===== src/rtl/div_unit_seq_pkg.sv =====
// Shared encodings and constants for the sequential RV32M divider.
// Imported by the divider top and its testbench.
package div_unit_seq_pkg;

    typedef enum logic [1:0] {
        OP_DIV  = 2'b00,
        OP_DIVU = 2'b01,
        OP_REM  = 2'b10,
        OP_REMU = 2'b11
    } div_op_e;

    typedef enum logic [1:0] {
        IDLE = 2'b00,
        PREP = 2'b01,
        ITER = 2'b10,
        DONE = 2'b11
    } div_state_e;

    localparam logic [5:0]  ITER_LAST  = 6'd31;
    localparam logic [31:0] DIV_ZERO_Q = 32'hFFFF_FFFF;
    localparam logic [31:0] INT_MIN    = 32'h8000_0000;

    function automatic logic [31:0] neg32(input logic [31:0] x);
        return ~x + 32'd1;
    endfunction

    // Bit 0 of the op encoding selects the unsigned variant.
    function automatic logic is_signed_op(input div_op_e op);
        return ~op[0];
    endfunction

endpackage


===== src/rtl/div_unit_seq_cla.sv =====
// 32-bit carry-lookahead adder/subtractor: 4-bit lookahead groups joined by a
// group-level generate/propagate chain. With sub=1, sum = a - b and c_out = no borrow.
module cla_adder_32 (
    input  logic [31:0] a,
    input  logic [31:0] b,
    input  logic        sub,
    output logic [31:0] sum,
    output logic        c_out
);

    logic [31:0] bx;
    logic [31:0] g;
    logic [31:0] p;
    logic [31:0] cy;
    logic [7:0]  gg;
    logic [7:0]  gp;
    logic [8:0]  gc;

    assign bx = b ^ {32{sub}};
    assign g  = a & bx;
    assign p  = a ^ bx;

    // NOTE: every variable written in this combinational block is assigned on
    // every pass; a path that skips an assignment would infer a latch.
    always_comb begin
        gg = '0;
        gp = '0;
        gc = '0;
        cy = '0;
        for (int k = 0; k < 8; k++) begin
            gg[k] = g[4*k+3]
                  | (p[4*k+3] & g[4*k+2])
                  | (p[4*k+3] & p[4*k+2] & g[4*k+1])
                  | (p[4*k+3] & p[4*k+2] & p[4*k+1] & g[4*k]);
            gp[k] = p[4*k+3] & p[4*k+2] & p[4*k+1] & p[4*k];
        end
        gc[0] = sub;
        for (int k = 0; k < 8; k++) begin
            gc[k+1] = gg[k] | (gp[k] & gc[k]);
        end
        for (int k = 0; k < 8; k++) begin
            cy[4*k]   = gc[k];
            cy[4*k+1] = g[4*k] | (p[4*k] & gc[k]);
            cy[4*k+2] = g[4*k+1]
                      | (p[4*k+1] & g[4*k])
                      | (p[4*k+1] & p[4*k] & gc[k]);
            cy[4*k+3] = g[4*k+2]
                      | (p[4*k+2] & g[4*k+1])
                      | (p[4*k+2] & p[4*k+1] & g[4*k])
                      | (p[4*k+2] & p[4*k+1] & p[4*k] & gc[k]);
        end
    end

    assign sum   = p ^ cy;
    assign c_out = gc[8];

endmodule


===== src/rtl/div_unit_seq.sv =====
// Sequential radix-2 restoring divider for RV32M DIV/DIVU/REM/REMU.
// One trial subtraction per cycle on a shared CLA; 32 iterations per operation.
module div_unit_seq
    import div_unit_seq_pkg::*;
#(
    parameter bit SPECIAL_FAST = 1'b1
) (
    input  logic        clk,
    input  logic        rst,
    input  logic        start,
    input  logic [1:0]  op,
    input  logic [31:0] dividend,
    input  logic [31:0] divisor,
    output logic        busy,
    output logic        done,
    output logic [31:0] result
);

    div_state_e  state_q,    state_d;
    div_op_e     op_q,       op_d;
    logic [31:0] dvd_q,      dvd_d;
    logic [31:0] dvs_q,      dvs_d;
    logic [31:0] rem_q,      rem_d;
    logic [31:0] quo_q,      quo_d;
    logic [5:0]  cnt_q,      cnt_d;
    logic        qneg_q,     qneg_d;
    logic        rneg_q,     rneg_d;
    logic        spec_q,     spec_d;
    logic [31:0] spec_res_q, spec_res_d;
    logic        busy_q,     busy_d;
    logic        done_q,     done_d;
    logic [31:0] result_q,   result_d;

    logic        signed_op;
    logic [31:0] dvd_abs;
    logic [31:0] dvs_abs;
    logic        div_zero;
    logic        sgn_ovf;
    logic [31:0] spec_res_now;

    logic [31:0] add_a;
    logic [31:0] add_diff;
    logic        add_nb;
    logic        trial_ok;
    logic [31:0] rem_nxt;
    logic [31:0] quo_nxt;
    logic [31:0] final_res;

    // Operand conditioning, evaluated while in PREP on the captured operands.
    assign signed_op = is_signed_op(op_q);
    assign dvd_abs   = (signed_op && dvd_q[31]) ? neg32(dvd_q) : dvd_q;
    assign dvs_abs   = (signed_op && dvs_q[31]) ? neg32(dvs_q) : dvs_q;
    assign div_zero  = (dvs_q == 32'd0);
    assign sgn_ovf   = signed_op && (dvd_q == INT_MIN) && (dvs_q == 32'hFFFF_FFFF);

    always_comb begin
        spec_res_now = '0;
        if (div_zero) begin
            spec_res_now = op_q[1] ? dvd_q : DIV_ZERO_Q;
        end else if (sgn_ovf) begin
            spec_res_now = op_q[1] ? 32'd0 : INT_MIN;
        end
    end

    // Trial subtraction of the shifted partial remainder {R, Q[31]}; the bit
    // shifted out of R guarantees success even when the adder reports a borrow.
    assign add_a = {rem_q[30:0], quo_q[31]};

    cla_adder_32 u_cla (
        .a    (add_a),
        .b    (dvs_q),
        .sub  (1'b1),
        .sum  (add_diff),
        .c_out(add_nb)
    );

    assign trial_ok  = rem_q[31] | add_nb;
    assign rem_nxt   = trial_ok ? add_diff : add_a;
    assign quo_nxt   = {quo_q[30:0], trial_ok};
    assign final_res = op_q[1] ? (rneg_q ? neg32(rem_nxt) : rem_nxt)
                               : (qneg_q ? neg32(quo_nxt) : quo_nxt);

    always_comb begin
        state_d    = state_q;
        op_d       = op_q;
        dvd_d      = dvd_q;
        dvs_d      = dvs_q;
        rem_d      = rem_q;
        quo_d      = quo_q;
        cnt_d      = cnt_q;
        qneg_d     = qneg_q;
        rneg_d     = rneg_q;
        spec_d     = spec_q;
        spec_res_d = spec_res_q;
        result_d   = result_q;

        unique case (state_q)
            IDLE, DONE: begin
                state_d = IDLE;
                if (start) begin
                    state_d = PREP;
                    op_d    = div_op_e'(op);
                    dvd_d   = dividend;
                    dvs_d   = divisor;
                end
            end
            PREP: begin
                qneg_d     = signed_op & (dvd_q[31] ^ dvs_q[31]);
                rneg_d     = signed_op & dvd_q[31];
                spec_d     = div_zero | sgn_ovf;
                spec_res_d = spec_res_now;
                dvs_d      = dvs_abs;
                quo_d      = dvd_abs;
                rem_d      = '0;
                cnt_d      = '0;
                if (SPECIAL_FAST && (div_zero || sgn_ovf)) begin
                    result_d = spec_res_now;
                    state_d  = DONE;
                end else begin
                    state_d  = ITER;
                end
            end
            ITER: begin
                rem_d = rem_nxt;
                quo_d = quo_nxt;
                cnt_d = cnt_q + 6'd1;
                if (cnt_q == ITER_LAST) begin
                    result_d = spec_q ? spec_res_q : final_res;
                    cnt_d    = '0;
                    state_d  = DONE;
                end
            end
            default: state_d = IDLE;
        endcase

        busy_d = (state_d == PREP) || (state_d == ITER);
        done_d = (state_d == DONE);
    end

    // NOTE: sequential state uses non-blocking assignments so every flop samples
    // the pre-edge value of the others, independent of statement order.
    always_ff @(posedge clk) begin
        if (rst) begin
            state_q  <= IDLE;
            cnt_q    <= '0;
            busy_q   <= 1'b0;
            done_q   <= 1'b0;
            result_q <= '0;
        end else begin
            state_q  <= state_d;
            cnt_q    <= cnt_d;
            busy_q   <= busy_d;
            done_q   <= done_d;
            result_q <= result_d;
        end
    end

    // NOTE: datapath registers carry no reset; their contents are only consumed
    // after PREP has reloaded them, so a reset term would only add muxing.
    always_ff @(posedge clk) begin
        op_q       <= op_d;
        dvd_q      <= dvd_d;
        dvs_q      <= dvs_d;
        rem_q      <= rem_d;
        quo_q      <= quo_d;
        qneg_q     <= qneg_d;
        rneg_q     <= rneg_d;
        spec_q     <= spec_d;
        spec_res_q <= spec_res_d;
    end

    assign busy   = busy_q;
    assign done   = done_q;
    assign result = result_q;

endmodule


===== config.mk =====
export PLATFORM = sky130hd
export DESIGN_NAME = div_unit_seq
export DESIGN_NICKNAME = d
export VERILOG_FILES = /design/src/rtl/div_unit_seq_pkg.sv /design/src/rtl/div_unit_seq_cla.sv /design/src/rtl/div_unit_seq.sv
export SDC_FILE = /design/constraint.sdc
export NUM_CORES = 1
export LEC_CHECK = 0
export CAP_MARGIN = 20
export CORE_MARGIN = 5
export CORE_UTILIZATION = 25
export DETAILED_ROUTE_END_ITERATION = 16
export PLACE_DENSITY = 0.46
export SLEW_MARGIN = 5
export SYNTH_ARGS = -nofsm -noshare
export SYNTH_HDL_FRONTEND = slang
export SYNTH_SLANG_ARGS = --single-unit

===== constraint.sdc =====
create_clock -name clk -period 4.2 [get_ports clk]
set_input_delay 0.42 -clock clk [delete_from_list [all_inputs] [get_ports clk]]
set_output_delay 0.42 -clock clk [all_outputs]
set_load 0.02 [all_outputs]

==> key figures <==
Run status
  – Run status: complete, no violations

Synthesis
  – Main combinational cell family by area after synthesis: compound AO/OA/AOI/OAI gates
  – Number of unique standard cell types used by synthesis: 95
  – Primary FF master, synth: sky130_fd_sc_hd__edfxtp_1
  – EDFF count, synth: 165
  – Post-synth top area cell: sky130_fd_sc_hd__edfxtp_1
  – Share of the synthesized area in the top cell type: 35.20%
  – Synth top cells by count: sky130_fd_sc_hd__edfxtp_1, sky130_fd_sc_hd__nor2_1, sky130_fd_sc_hd__nand2_1
  – Warnings, synthesis: 0
  – Net count after synthesis: 1,610
  – Main area contributors after synthesis: sky130_fd_sc_hd__edfxtp_1, sky130_fd_sc_hd__xnor2_1, sky130_fd_sc_hd__dfxtp_1, sky130_fd_sc_hd__a21oi_1, sky130_fd_sc_hd__ha_1
  – Most frequently used cell type in the post-synthesis netlist: sky130_fd_sc_hd__edfxtp_1
  – Post-synthesis simple-gate area fraction: 17.00%
  – Synth Area in Compound Gates: 19.23%
  – Post-Syn Instances: 1,492
  – Multiplexer share of the synthesized area: 3.911%
  – Async S/R FF share, synth: 0%
  – Adder and majority cell fraction of the synthesized area: 4.729%
  – Part of the Yosys area used for sequential elements: 41.18%
  – Syn_area_per_cell: 9.433 um2
  – Cell Area, Synth: 14,070 um2
  – XOR/XNOR Fraction of Synth Area: 9.147%
  – Register bit total from synthesis: 207

Setup path
  – Critical Path Max Stage Delay: 0.50 ns
  – Critical Path Start Type: register
  – Arrival time worst endpoint: 4.68 ns
  – Maximum fanout count along the critical path: 3
  – Category of the worst setup path capture point: register
  – Cell-by-cell listing of the critical path: ha_4 > nand4_1 > buf_4 > nor4_4 > a221oi_2 > and2_4 > inv_2 > fa_2 > xor2_2 > a311oi_2 > a31o_2 > o211ai_1 > buf_4 > nor2_2 > o2111a_2 > a41oi_4 > xor2_2 > o2111ai_1 > a311oi_1
  – Worst setup path category: reg2reg
  – Total buffers and inverters traversed by the critical path: 3
  – Slowest library cell on the worst path: sky130_fd_sc_hd__edfxtp_1
  – Cell family contributing the most delay on the critical path: compound AO/OA/AOI/OAI gates
  – Req. time, crit path: 4.69 ns

STA
  – Setup TNS: 0 ns
  – Maximum clock frequency: 238.6 MHz
  – Share of the clock period used by the worst path: 99.77%
  – Post-Route Skew: 0.04131 ns
  – Period minus WS final: 4.190 ns
  – Max-slew violation count: 0
  – Transition time at the pin with the least slew margin: 1.050 ns
  – Number of endpoints failing setup at the final stage: 0
  – Unrepaired setup endpoints after global routing: true
  – Worst slew margin: 29.97%
  – Hold Fails Final Rpt: 0
  – Post-Route Hold Slack: 0.3758 ns

Detailed routing
  – Total vias in the final route: 12,330
  – Count of antenna-violating nets left after detailed routing: 0
  – First drt pass iteration count: 5
  – Count of routing violations after the opening detailed-route iteration: 872
  – Post-detailed-route via-to-cell ratio: 4.830
  – WL/cell: 19.60 um
  – DRC: 0
  – Overall routed net length: 50.04 mm

Place
  – Area after detailed placement: 17,320 um2
  – Final estimated routing congestion in global placement: 0.8585
  – I/O Buffers: 102
  – Sum of net half-perimeters after detailed placement: 37.51 mm
  – Inst Count DP: 2,472

Die
  – Top-Level Pins: 103
  – Num rows: 87
  – Vertical die dimension: 247.3 um
  – Area of the die: 61,140 um2
  – Core Footprint: 56,060 um2
  – Die Span X: 247.3 um
  – Starting density of the core: 25.11%

Finish
  – Fillers: 5,851
  – Area of combinational cells with multiple inputs: 8145 um2
  – NumNets Final: 1,892
  – Synthesis-to-finish area growth: 34.88%
  – Utilization after layout: 33.86%
  – Cell area after layout: 18,980 um2
  – Share of cells above drive strength 1: 24.39%
  – Non-filler instance count after layout: 2,553
  – Register area: 5796 um2

Global route
  – Antenna violations before repair: 0
  – Via count of the first global-routing pass: 12,540
  – Total congestion overflow: 0
  – Pin count of the biggest net entering global routing: 83
  – GRT Overall Usage: 15.86%
  – Global-route wire length before repair: 76.15 mm

Clocking
  – Hold-fix buffer count after cts: 0
  – Max Buffers Root-to-Sink: 3
  – H-Tree Depth: 1
  – Clock edge transition at the registers on the reported setup and hold paths: 0.06 ns
  – CTS Sinks: 207
  – Root Buffer Master: sky130_fd_sc_hd__clkbuf_16
  – CTS tree: yes
  – CTS buffer count: 28
  – Clk_lat worst skew: 0.60 ns

Power and ir drop
  – Cell Pwr Density: 1036 nW/um2
  – Worst ir drop on vdd: 0.3437 mV
  – Static leakage: 0.006818 uW

Hold path
  – Classification of the worst-slack hold path: in2reg

Flow run
  – Number of maximum-capacitance constraint violations: 0
-- cell families after synthesis --
group,count (synthesis)
simple gates,474
compound gates,397
flops,207
buf+inv,168
xor+xnor,147
mux,50
fa+ha+maj,49
-- power by group --
group          total [uW]  switching (uW)  internal, uW
Clock                2470             980          1490
Combinational       13000            7280          5740
Sequential           4160             776          3390
-- through the flow --
step / total power (uW) / setup slack, ns
3_3_place_gp: 15980 / -0.03936
5_1_grt: 21030 / -0.1464
2_1_floorplan: 11190 / -0.04201
6_report: 19660 / 0.009711
3_5_place_dp: 16030 / -0.1611
4_1_cts: 19190 / -0.05888
-- flip-flops by register name, indices dropped and copies added (netlist names), 6 cells and up --
signal      flops
dvd_q          32
dvs_q          32
quo_q          32
rem_q          32
result         32
spec_res_q     32
cnt_q           6
-- layout make-up --
cell class	count	share of cell area, %
Timing Repair Buffer	333	14.74
Multi-Input combinational cell	1117	42.91
Sequential cell	207	30.53
Clock buffer	49	4.870
Tap cell	756	4.983
Clock inverter	3	0.2439
Antenna cell	1	0.01318
Inverter	87	1.720
-- cells in the final DEF (no fill, tap or decap), types with 24 or more instances in the layout --
cell	n
sky130_fd_sc_hd__inv_1	71
sky130_fd_sc_hd__xor2_1	35
sky130_fd_sc_hd__o211ai_1	24
sky130_fd_sc_hd__mux2_2	36
sky130_fd_sc_hd__nor3_1	41
sky130_fd_sc_hd__nand2_1	117
sky130_fd_sc_hd__o21ai_0	73
sky130_fd_sc_hd__a21oi_1	105
sky130_fd_sc_hd__buf_4	223
sky130_fd_sc_hd__nor2_1	126
sky130_fd_sc_hd__clkbuf_16	32
sky130_fd_sc_hd__edfxtp_1	165
sky130_fd_sc_hd__xnor2_1	106
sky130_fd_sc_hd__clkdlybuf4s50_1	101
sky130_fd_sc_hd__dfxtp_1	42
-- layer usage --
layer | track usage, % | routed length [um] | part of all wire [%]
met1 | 22.65 | 24000 | 48
met2 | 25.53 | 22760 | 45
met3 | 2.227 | 2161 | 4.3
met4 | 3.590 | 1122 | 2.2
met5 | 0 | 0 | 0
-- final timing paths --
check / start / end / slack (ns) / cells past startpoint
worst min-delay path: dividend[26] / dvd_q[26] / 0.38 / 1
worst max-delay path: rem_q[11] / result[24] / 0.01 / 19
worst max register to register: rem_q[11] / result[24] / 0.01 / 19
worst min register to register: result[7] / result[7] / 0.46 / 2
-- what timing repair did --
action	4_1_cts	5_1_grt
cloned	0	0
setup buffers	17	12
setup endpoints to repair	8	19
gates resized for setup	36	52
pin swaps	26	39
Power figures use the tool's default switching activity.
